$ cat config.mk
export PLATFORM = sky130hd
export DESIGN_NAME = pkt_tx
export DESIGN_NICKNAME = d
export VERILOG_FILES = /design/src/rtl/bpfcap_pkg.sv /design/src/rtl/pkt_tx_fifo.sv /design/src/rtl/pkt_tx.sv
export SDC_FILE = /design/constraint.sdc
export NUM_CORES = 1
export LEC_CHECK = 0
export ABC_CLOCK_PERIOD_IN_PS = 4400
export CAP_MARGIN = 40
export CORE_UTILIZATION = 45
export DETAILED_ROUTE_END_ITERATION = 6
export PLACE_DENSITY_LB_ADDON = 0.2
export SYNTH_ARGS = -nofsm -noshare
export SYNTH_HDL_FRONTEND = slang
export SYNTH_SLANG_ARGS = --single-unit
$ cat constraint.sdc
create_clock -name clk -period 4.4 [get_ports clk]
set_input_delay 0.66 -clock clk [delete_from_list [all_inputs] [get_ports clk]]
set_output_delay 0.66 -clock clk [all_outputs]
set_load 0.01 [all_outputs]
$ cat src/rtl/bpfcap_pkg.sv
// Shared types and helpers for the packet transmit path.
//   tx_state_t     : transmit controller states
//   BYTES_PER_WORD : bytes carried by one memory/stream word
//   words_of(len)  : number of words needed to carry len bytes, ceil(len/4)
//   empty_of(len)  : unused bytes in the final word, (4 - len%4) % 4
package bpfcap_pkg;

    typedef enum logic [1:0] {IDLE, FETCH, DRAIN, DONE} tx_state_t;

    localparam int BYTES_PER_WORD = 4;
    localparam int PKT_LEN_W      = 16;

    function automatic logic [PKT_LEN_W-2:0] words_of(input logic [PKT_LEN_W-1:0] len);
        return (PKT_LEN_W-1)'(({1'b0, len} + (PKT_LEN_W+1)'(BYTES_PER_WORD-1)) >> 2);
    endfunction

    // Two's-complement of the low bits gives (4 - len%4) % 4 directly.
    function automatic logic [1:0] empty_of(input logic [PKT_LEN_W-1:0] len);
        return 2'd0 - len[1:0];
    endfunction

endpackage

$ cat src/rtl/pkt_tx_fifo.sv
// Synchronous show-ahead FIFO used to buffer read-master returns.
// Ports:
//   clk, reset (async, active-low)
//   push/wdata : write side, ignored when full
//   pop/rdata  : read side, rdata is the head entry whenever !empty
//   full, empty, count : occupancy status
module pkt_tx_fifo #(
    parameter int WIDTH = 32,
    parameter int DEPTH = 16,
    localparam int AW   = $clog2(DEPTH)
) (
    input  logic             clk,
    input  logic             reset,
    input  logic             push,
    input  logic [WIDTH-1:0] wdata,
    input  logic             pop,
    output logic [WIDTH-1:0] rdata,
    output logic             full,
    output logic             empty,
    output logic [AW:0]      count
);

    logic [WIDTH-1:0] mem [DEPTH];
    logic [AW-1:0]    wr_ptr;
    logic [AW-1:0]    rd_ptr;
    logic             do_push;
    logic             do_pop;

    assign full    = (count == (AW+1)'(DEPTH));
    assign empty   = (count == '0);
    assign do_push = push && !full;
    assign do_pop  = pop && !empty;
    assign rdata   = mem[rd_ptr];

    always_ff @(posedge clk or negedge reset) begin
        if (!reset) begin
            wr_ptr <= '0;
            rd_ptr <= '0;
            count  <= '0;
        end else begin
            if (do_push) wr_ptr <= wr_ptr + AW'(1);
            if (do_pop)  rd_ptr <= rd_ptr + AW'(1);
            unique case ({do_push, do_pop})
                2'b10:   count <= count + (AW+1)'(1);
                2'b01:   count <= count - (AW+1)'(1);
                default: count <= count;
            endcase
        end
    end

    // Storage needs no reset; the pointers define what is valid.
    always_ff @(posedge clk) begin
        if (do_push) mem[wr_ptr] <= wdata;
    end

endmodule

$ cat src/rtl/pkt_tx.sv
// Packet transmit engine: on a start request, reads ceil(pkt_len/4) words
// from memory through an Avalon-MM read master into a FIFO and replays them
// as an Avalon-ST packet (sop/eop/empty).
// Ports:
//   clk, reset (async, active-low)
//   start, base_addr, pkt_len       : request from the control registers
//   busy, done, len_err             : status back to the control registers
//   avm_*                           : Avalon-MM read master
//   st_*                            : Avalon-ST source
//   tx_pkt_cnt, tx_byte_cnt         : statistics, present only when
//                                     PKT_TX_STATS_EN is defined
//
// State | meaning
// IDLE  | waiting for start
// FETCH | issuing reads (credit-limited by FIFO space)
// DRAIN | all reads issued, waiting for returns and stream to empty
// DONE  | one-cycle completion pulse
module pkt_tx
    import bpfcap_pkg::*;
#(
    parameter int DATA_W     = 32,
    parameter int ADDR_W     = 32,
    parameter int LEN_W      = 16,
    parameter int FIFO_DEPTH = 16
) (
    input  logic              clk,
    input  logic              reset,
    input  logic              start,
    input  logic [ADDR_W-1:0] base_addr,
    input  logic [LEN_W-1:0]  pkt_len,
    output logic              busy,
    output logic              done,
    output logic              len_err,
    output logic [ADDR_W-1:0] avm_address,
    output logic              avm_read,
    input  logic              avm_waitrequest,
    input  logic [DATA_W-1:0] avm_readdata,
    input  logic              avm_readdatavalid,
    output logic [DATA_W-1:0] st_data,
    output logic              st_valid,
    input  logic              st_ready,
    output logic              st_sop,
    output logic              st_eop,
`ifdef PKT_TX_STATS_EN
    output logic [31:0]       tx_pkt_cnt,
    output logic [31:0]       tx_byte_cnt,
`endif
    output logic [1:0]        st_empty
);

    localparam int CNT_W  = $clog2(FIFO_DEPTH) + 1;
    localparam int WORD_W = LEN_W - 1;

    tx_state_t         state;
    tx_state_t         state_nxt;
    logic [ADDR_W-1:0] addr_r;
    logic [LEN_W-1:0]  len_r;
    logic [WORD_W-1:0] words_total;
    logic [WORD_W-1:0] words_issued;
    logic [WORD_W-1:0] beat_idx;
    logic [CNT_W-1:0]  outstanding;
    logic [CNT_W-1:0]  fifo_count;
    logic [CNT_W:0]    credit_used;
    logic              len_err_r;
    logic              accept;
    logic              ret;
    logic              pop;
    logic              fifo_push;
    logic              fifo_full;
    logic              fifo_empty;
    logic [DATA_W-1:0] fifo_rdata;

    assign accept      = avm_read && !avm_waitrequest;
    // Returns outside an active packet (e.g. stragglers after reset) are dropped.
    assign ret         = avm_readdatavalid && (state == FETCH || state == DRAIN);
    assign fifo_push   = ret && !fifo_full;
    assign credit_used = {1'b0, outstanding} + {1'b0, fifo_count};
    assign pop         = st_valid && st_ready;

    assign avm_address = addr_r;
    assign len_err     = len_err_r;

    pkt_tx_fifo #(
        .WIDTH (DATA_W),
        .DEPTH (FIFO_DEPTH)
    ) u_fifo (
        .clk   (clk),
        .reset (reset),
        .push  (fifo_push),
        .wdata (avm_readdata),
        .pop   (pop),
        .rdata (fifo_rdata),
        .full  (fifo_full),
        .empty (fifo_empty),
        .count (fifo_count)
    );

    always_comb begin
        state_nxt = state;
        avm_read  = 1'b0;
        busy      = 1'b0;
        done      = 1'b0;
        unique case (state)
            IDLE: begin
                if (start) state_nxt = (pkt_len != '0) ? FETCH : DONE;
            end
            FETCH: begin
                busy = 1'b1;
                // Only request what the FIFO is guaranteed to absorb.
                avm_read = (words_issued < words_total) &&
                           (credit_used < (CNT_W+1)'(FIFO_DEPTH));
                if (words_issued == words_total) state_nxt = DRAIN;
            end
            DRAIN: begin
                busy = 1'b1;
                if (outstanding == '0 && fifo_empty) state_nxt = DONE;
            end
            DONE: begin
                done      = 1'b1;
                state_nxt = IDLE;
            end
            default: state_nxt = IDLE;
        endcase
    end

    always_ff @(posedge clk or negedge reset) begin
        if (!reset) begin
            state <= IDLE;
        end else begin
            state <= state_nxt;
        end
    end

    always_ff @(posedge clk or negedge reset) begin
        if (!reset) begin
            addr_r       <= '0;
            len_r        <= '0;
            words_total  <= '0;
            words_issued <= '0;
            beat_idx     <= '0;
            outstanding  <= '0;
            len_err_r    <= 1'b0;
        end else begin
            if (state == IDLE && start) begin
                len_err_r <= (pkt_len == '0);
                len_r     <= pkt_len;
                if (pkt_len != '0) begin
                    addr_r       <= base_addr;
                    words_total  <= words_of(pkt_len);
                    words_issued <= '0;
                    beat_idx     <= '0;
                end
            end
            if (accept) begin
                addr_r       <= addr_r + ADDR_W'(BYTES_PER_WORD);
                words_issued <= words_issued + WORD_W'(1);
            end
            unique case ({accept, ret})
                2'b10:   outstanding <= outstanding + CNT_W'(1);
                2'b01:   outstanding <= outstanding - CNT_W'(1);
                default: outstanding <= outstanding;
            endcase
            if (pop) beat_idx <= beat_idx + WORD_W'(1);
        end
    end

    // Beat attributes derive from beat_idx, which only moves on a transfer,
    // so they hold steady while the sink stalls.
    assign st_valid = !fifo_empty;
    assign st_data  = st_valid ? fifo_rdata : '0;
    assign st_sop   = st_valid && (beat_idx == '0);
    assign st_eop   = st_valid && (beat_idx == words_total - WORD_W'(1));
    assign st_empty = st_eop ? empty_of(len_r) : 2'd0;

`ifdef PKT_TX_STATS_EN
    always_ff @(posedge clk or negedge reset) begin
        if (!reset) begin
            tx_pkt_cnt  <= '0;
            tx_byte_cnt <= '0;
        end else if (state == DONE && len_r != '0) begin
            tx_pkt_cnt  <= tx_pkt_cnt + 32'd1;
            tx_byte_cnt <= tx_byte_cnt + 32'(len_r);
        end
    end
`endif

endmodule
; ---- Yosys cells after proc, flatten, opt, wreduce, memory -nomap -nowiden
; Memory sizes are Yosys's and may differ from the RTL's.
; Index checks and enable logic that the tools add are counted.
[totals]
register_bits = 100
ramBits = 512
output_inout_bits = 73
word_cells = 93
n_memories = 1
[mem_list]
columns = name, depth, width, rd, rd_ports_with_merged_regs, write_ports, line_no
row1 = u_fifo.mem, 16, 32, 1, 0, 1, pkt_tx_fifo.sv:23  ; logic [WIDTH-1:0] mem [DEPTH];
[classes]
add_sub_neg = 13
order_cmp = 2
eq_ne = 13
n_mux = 21
reduce_logical = 32
[ops]
columns = op, n
row1 = 32-bit two-way mux, 4
row2 = 15-bit two-way mux, 4
row3 = 32-bit by 3-bit adder with 32-bit output (second input constant), 1
row4 = 15-bit by 1-bit adder with 15-bit output (second input constant), 2
row5 = 15-bit equality test, 2
row6 = 5-bit case mux with 2 select lines, 2
row7 = 16-bit by 2-bit adder with 17-bit output (second input constant), 1
row8 = 16-bit logical NOT, 1
row9 = 16-bit nonzero test, 1
row10 = 15-bit logical NOT, 1
row11 = 15-bit less-than comparator, 1
row12 = 15-bit by 1-bit subtractor with 15-bit output (second input constant), 1
row13 = 2-bit nonzero test, 6
row14 = 1-bit logical AND, 11
row15 = 5-bit by 1-bit adder with 5-bit output (second input constant), 2
row16 = 5-bit logical NOT, 2
row17 = 2-bit two-way mux, 5
row18 = 5-bit by 1-bit subtractor with 5-bit output (second input constant), 2
row19 = 4-bit by 1-bit adder with 4-bit output (second input constant), 2
row20 = 2-bit equality test (second input constant), 4
row21 = 2-bit case mux with 4 select lines, 1
row22 = 5-bit by 5-bit adder with 6-bit output, 1
row23 = 2-bit by 1-bit equality test with 1-bit output (second input constant), 3
row24 = 6-bit by 5-bit less-than comparator with 1-bit output (second input constant), 1
row25 = 11 further kinds, 20

; ---- Longest topological paths before layout
[logic_depth]
word_depth = 7
depth_mapped = 18
depth_no_buf = 16

; ---- Modules after synthesis
; A second synthesis with hierarchy kept.
[hier_totals]
hier_cells = 1744
area_unflattened_um2 = 26532.9
[by_module_without_submodules]
columns = mod, instances, cells_per_inst, area_per_inst_um2
row1 = pkt_tx_fifo, 1, 1012, 20392.1
row2 = pkt_tx, 1, 732, 6140.9

; ---- Least setup slack after synthesis
; OpenSTA, ideal clock, no wires.
[synth_timing]
path_type = register to register
start = reg words_total[12]
end = reg outstanding[4]
setup_time_ps = 125
t_arrival_ps = 3528
setup_slack_ps = 747
path_stages_with_launch = 19
path_buffers = 2
period_less_slack_ps = 3653
cell_sequence = dfrtp_1 -> inv_1 -> ha_1 -> a211o_1 -> o211ai_1 -> o2111ai_1 -> nor3_2 -> inv_2 -> buf_2 -> ha_1 -> clkbuf_1 -> xor2_1 -> ha_1 -> o21a_1 -> o22a_1 -> a21oi_1 -> xor2_1 -> nor2_1 -> xor2_1
[synth_between]
elab_chain_len = 6
[synth_rtl]
columns = item, line_no
row1 = "start, declared", pkt_tx.sv:58  ; logic [WORD_W-1:0] words_total;
row2 = "start signal, assigned", pkt_tx.sv:149  ; words_total <= words_of(pkt_len);
row3 = 15-bit less-than comparator (*), pkt_tx.sv:110  ; avm_read = (words_issued < words_total) &&
row4 = 1-bit logical AND (*), pkt_tx.sv:110
row5 = 1-bit two-way mux (*), pkt_tx.sv:103  ; unique case (state)
row6 = 1-bit logical AND (*), pkt_tx.sv:73  ; assign accept = avm_read && !avm_waitrequest;
row7 = 2-bit by 1-bit equality test with 1-bit output or 2-bit equality test (tied branches), pkt_tx.sv:158  ; unique case ({accept, ret})
row8 = 5-bit case mux with 2 select lines or 2-bit nonzero test (tied branches), --
row9 = "end signal, assigned", pkt_tx.sv:159  ; 2'b10: outstanding <= outstanding + CNT_W'(1);
row10 = "end signal, assigned", pkt_tx.sv:160  ; 2'b01: outstanding <= outstanding - CNT_W'(1);
row11 = "end signal, assigned", pkt_tx.sv:161  ; default: outstanding <= outstanding;
row12 = "end, declared", pkt_tx.sv:61  ; logic [CNT_W-1:0] outstanding;
; Every way passes the cells marked *; elsewhere a longest branch is shown, timed or not.
; A chain may end at the register's enable or synchronous reset.

; ---- Final worst setup path
[layout_timing]
start = reg words_total[0]
end = out st_empty[0]
[layout_between]
elab_chain_len = 4
[layout_rtl]
columns = item, line_no
row1 = 15-bit by 1-bit subtractor with 15-bit output, pkt_tx.sv:172  ; assign st_eop = st_valid && (beat_idx == words_total - WORD_W'(1));
row2 = 15-bit equality test, pkt_tx.sv:172
row3 = 1-bit logical AND, pkt_tx.sv:172
row4 = 2-bit two-way mux, pkt_tx.sv:173  ; assign st_empty = st_eop ? empty_of(len_r) : 2'd0;
row5 = "end, declared", pkt_tx.sv:48  ; output logic [1:0] st_empty
; No other way between the ends.

==> qor.json <==
{
  "power_and_ir_drop": {
    "cellLeakagePower_nw": 10.5,
    "irDropWorstVdd_uv": 460,
    "pwr_density_cell_nw_per_um2": 638
  },
  "logic_synthesis": {
    "postSynthAreaPerCell_um2": 17.3,
    "synth.yosys.warnings": 0,
    "synthDominantCellAreaShare_pct": 59.0,
    "synth_largest_area_cell": "sky130_fd_sc_hd__edfxtp_1",
    "post_synthesis_instance_area_um2": 26000,
    "synth.top_cells.by_area": "sky130_fd_sc_hd__edfxtp_1 59%, sky130_fd_sc_hd__mux4_2 14%, sky130_fd_sc_hd__dfrtp_1 9.6%",
    "synth_async_sr_flop_share_pct": 16.3,
    "synth_sequential_area_ratio_pct": 68.7,
    "dominantRegCellSynth": "sky130_fd_sc_hd__edfxtp_1",
    "post_synth_num_cell_types": 66,
    "synthesis.nets": 1634,
    "synth-seq-cells": 612,
    "synthCells": 1505,
    "synth_enable_flop_cells": 512
  },
  "sta": {
    "clock_period_minus_final_worst_setup_slack_ns": 4.10,
    "final.period_utilization_pct": 93.1,
    "final-hold-violation-count": 0,
    "rsz_0062_raised_after_global_routing": "false",
    "worst_pin_slew_ns": 0.753,
    "timing.final.max_slew_violations": 0,
    "timing.max_slew.rel_slack_pct": 49.7,
    "setup_viol": 0,
    "setup_total_negative_slack_ns": 0,
    "final.setup_skew_ns": 0.0450,
    "fmaxAchievable_mhz": 244,
    "hold_slack_ns": 0.468
  },
  "routing": {
    "post-route-drc-count": 0,
    "drt_iter0_markers": 1117,
    "antenna_left": 0,
    "num_vias": 14500,
    "totalWireLength_um": 59900,
    "drtPass1Iterations": 5,
    "average_vias_per_placed_instance": 5.76,
    "wire_per_inst_um": 23.8
  },
  "setup_path": {
    "slowest_stage": "sky130_fd_sc_hd__clkdlybuf4s50_1",
    "critical_path.cell_chain": "inv_1, ha_1, nor4b_4, nand4_1, nor4_1, o2111ai_1, nor4_2, and2_1, clkdlybuf4s50_1",
    "peak_fanout_along_the_critical_path": 6,
    "worst_setup_path_end_kind": "output pin",
    "cp_data_arrival_time_ns": 3.44,
    "crit_path_max_incr_delay_ns": 0.53,
    "critical_path_required_ns": 3.74,
    "total_buffers_and_inverters_traversed_by_the_critical_path": 2,
    "critical_path.top_delay_family": "simple AND/OR/NAND/NOR gates",
    "setup.worst_path.start_class": "flop",
    "path_class": "flop to output pin"
  },
  "cts": {
    "clkSlewWorstSetupHoldPaths_ns": 0.06,
    "numCtsBuffers": 61,
    "cts_tree": "yes",
    "cts-root-buf": "sky130_fd_sc_hd__clkbuf_16",
    "ctsHtreeMaxLevel": 2,
    "clkSinkCount": 612,
    "max-clock-path-buffers": 3,
    "worst_skew_pair_latency_ns": 0.65,
    "post-cts-setup-buffer-count": 0
  },
  "global_route": {
    "gr_util_all_layers_pct": 20.6,
    "grt-ovfl-total": 0,
    "number_of_antenna_violations_at_the_first_check_in_global_routing": 4,
    "first_global_vias": 14800,
    "maximum_number_of_pins_on_one_net_before_global_route_repair": 56,
    "wire_length_of_the_first_global_routing_pass_um": 91800
  },
  "place": {
    "placedCellCount": 2399,
    "place.detailed.hpwl_um": 35800,
    "gp_congestion": 0.875,
    "port_buffers": 158
  },
  "run_status": {
    "outcome": "complete, no violations"
  },
  "floorplan": {
    "floorplan.rows": 87,
    "core_um2": 56800,
    "floorplan.die_area_um2": 58800,
    "floorplan.initialDensity_pct": 45.8,
    "die-height_um": 243,
    "boundary_pins": 159,
    "fp.dieW_um": 243
  },
  "finish": {
    "n_antenna_cell": 0,
    "drive_gt1_share_pct": 19.0,
    "postLayoutCoreUtil_pct": 54.3,
    "number_of_nets_in_the_finished_design": 1836,
    "instances_no_fill": 2513,
    "syn_to_final_growth_pct": 18.6
  },
  "hold_path": {
    "min_path_type": "input port to async pin"
  },
  "job": {
    "maxCapViolations": 0
  }
}
cell usage after synthesis, types with 23 or more instances:
cell type / instances
sky130_fd_sc_hd__nor2_1: 31
sky130_fd_sc_hd__edfxtp_1: 512
sky130_fd_sc_hd__dfrtp_1: 100
sky130_fd_sc_hd__nand4_1: 23
sky130_fd_sc_hd__xnor2_1: 31
sky130_fd_sc_hd__mux4_2: 160
sky130_fd_sc_hd__ha_1: 42
sky130_fd_sc_hd__o21ai_0: 64
sky130_fd_sc_hd__a21oi_1: 31
sky130_fd_sc_hd__clkbuf_1: 44
sky130_fd_sc_hd__nand2_1: 84
sky130_fd_sc_hd__nor2b_1: 33
sky130_fd_sc_hd__inv_1: 42
sky130_fd_sc_hd__nand3_1: 41
per-layer routing:
metal / wire, um / part of all wire [%] / global-route usage, % / up-vias
li1: - / - / - / 6436
met1: 25800 / 43 / 28.1 / 7535
met2: 29400 / 49 / 33.8 / 394
met3: 3190 / 5.3 / 3.76 / 107
met4: 1530 / 2.6 / 6.20 / 8
met5: 50 / 0.083 / 0 / -
power by group:
| part | internal, mW | switching (mW) | leakage [nW] |
|---|---|---|---|
| logic | 3.58 | 3.21 | 3.66 |
| registers | 6.99 | 0.723 | 5.88 |
| clock network | 3.00 | 2.21 | 0.960 |
cells by family (layout without fill, tap and decap cells):
| logic type | Yosys count | in the layout | share of synthesized area (%) |
|---|---|---|---|
| multiplexers | 172 | 172 | 14.3 |
| flip-flops | 612 | 612 | 68.7 |
| adder cells (fa/ha/maj) | 43 | 43 | 2.10 |
| AND/OR/NAND/NOR | 338 | 338 | 6.98 |
| AO/OA/AOI/OAI | 180 | 180 | 4.53 |
| buffers and inverters | 107 | 359 | 1.62 |
| XOR/XNOR | 53 | 53 | 1.78 |
worst paths after layout:
path                                 from         endpoint  slack (ns)  depth (start not counted)
setup / recovery           words_total[0]      st_empty[0]        0.30                          9
hold / removal                      reset      beat_idx[9]        0.47                          2
setup reg to reg           outstanding[2]   outstanding[4]        0.72                         15
hold reg to reg            outstanding[4]   outstanding[4]        0.51                          1
max in group asynchronous           reset  u_fifo.count[0]        3.23                          3
min in group clk           outstanding[4]   outstanding[4]        0.51                          1
layout make-up:
cell class | count | area, um2
clock buffers | 80 | 1620
clock inverters | 33 | 372
fillers | 4483 | 25900
inverters | 43 | 161
multi-input cells | 786 | 7780
flip-flops and latches | 612 | 17900
well taps | 756 | 946
repair buffers | 203 | 2110
per-stage QoR:
stage | power [mW] | setup WS (ns) | instance area (um2)
2_1_floorplan | 11.9 | 0.747 | 26000
3_3_place_gp | 14.6 | 0.819 | 28800
3_5_place_dp | 14.7 | 0.734 | 28900
4_1_cts | 19.9 | 0.183 | 30900
5_1_grt | 20.7 | 0.000837 | 30900
6_report | 19.7 | 0.305 | 30900
layout by cell type, fill, tap and decap left out, drive strengths merged, types with 23 or more instances in the layout:
cell type	synthesis	routed
a21oi	31	31
buf	20	45
clkbuf	44	80
clkdlybuf4s50	0	157
dfrtp	100	100
edfxtp	512	512
ha	42	42
inv	43	45
mux4	160	160
nand2	84	84
nand3	41	41
nand4	23	23
nor2	31	31
nor2b	33	33
o21ai	66	66
xnor2	31	31
sequential cells by signal, summed over array words and instances, names as in the netlist:
name           count
words_total       15
state              2
len_r              2
u_fifo.rd_ptr      4
u_fifo.mem       512
words_issued      15
avm_address       32
u_fifo.wr_ptr      4
u_fifo.count       5
outstanding        5
beat_idx          15
len_err            1
what timing repair did:
item                                    in CTS  in global routing
endpoints found under the setup margin       2                  2
hold buffers                                 1                  0
endpoints found under the hold margin       22                  0
gates resized for setup                      1                  1
No activity file was read; power rests on OpenSTA's default activity.
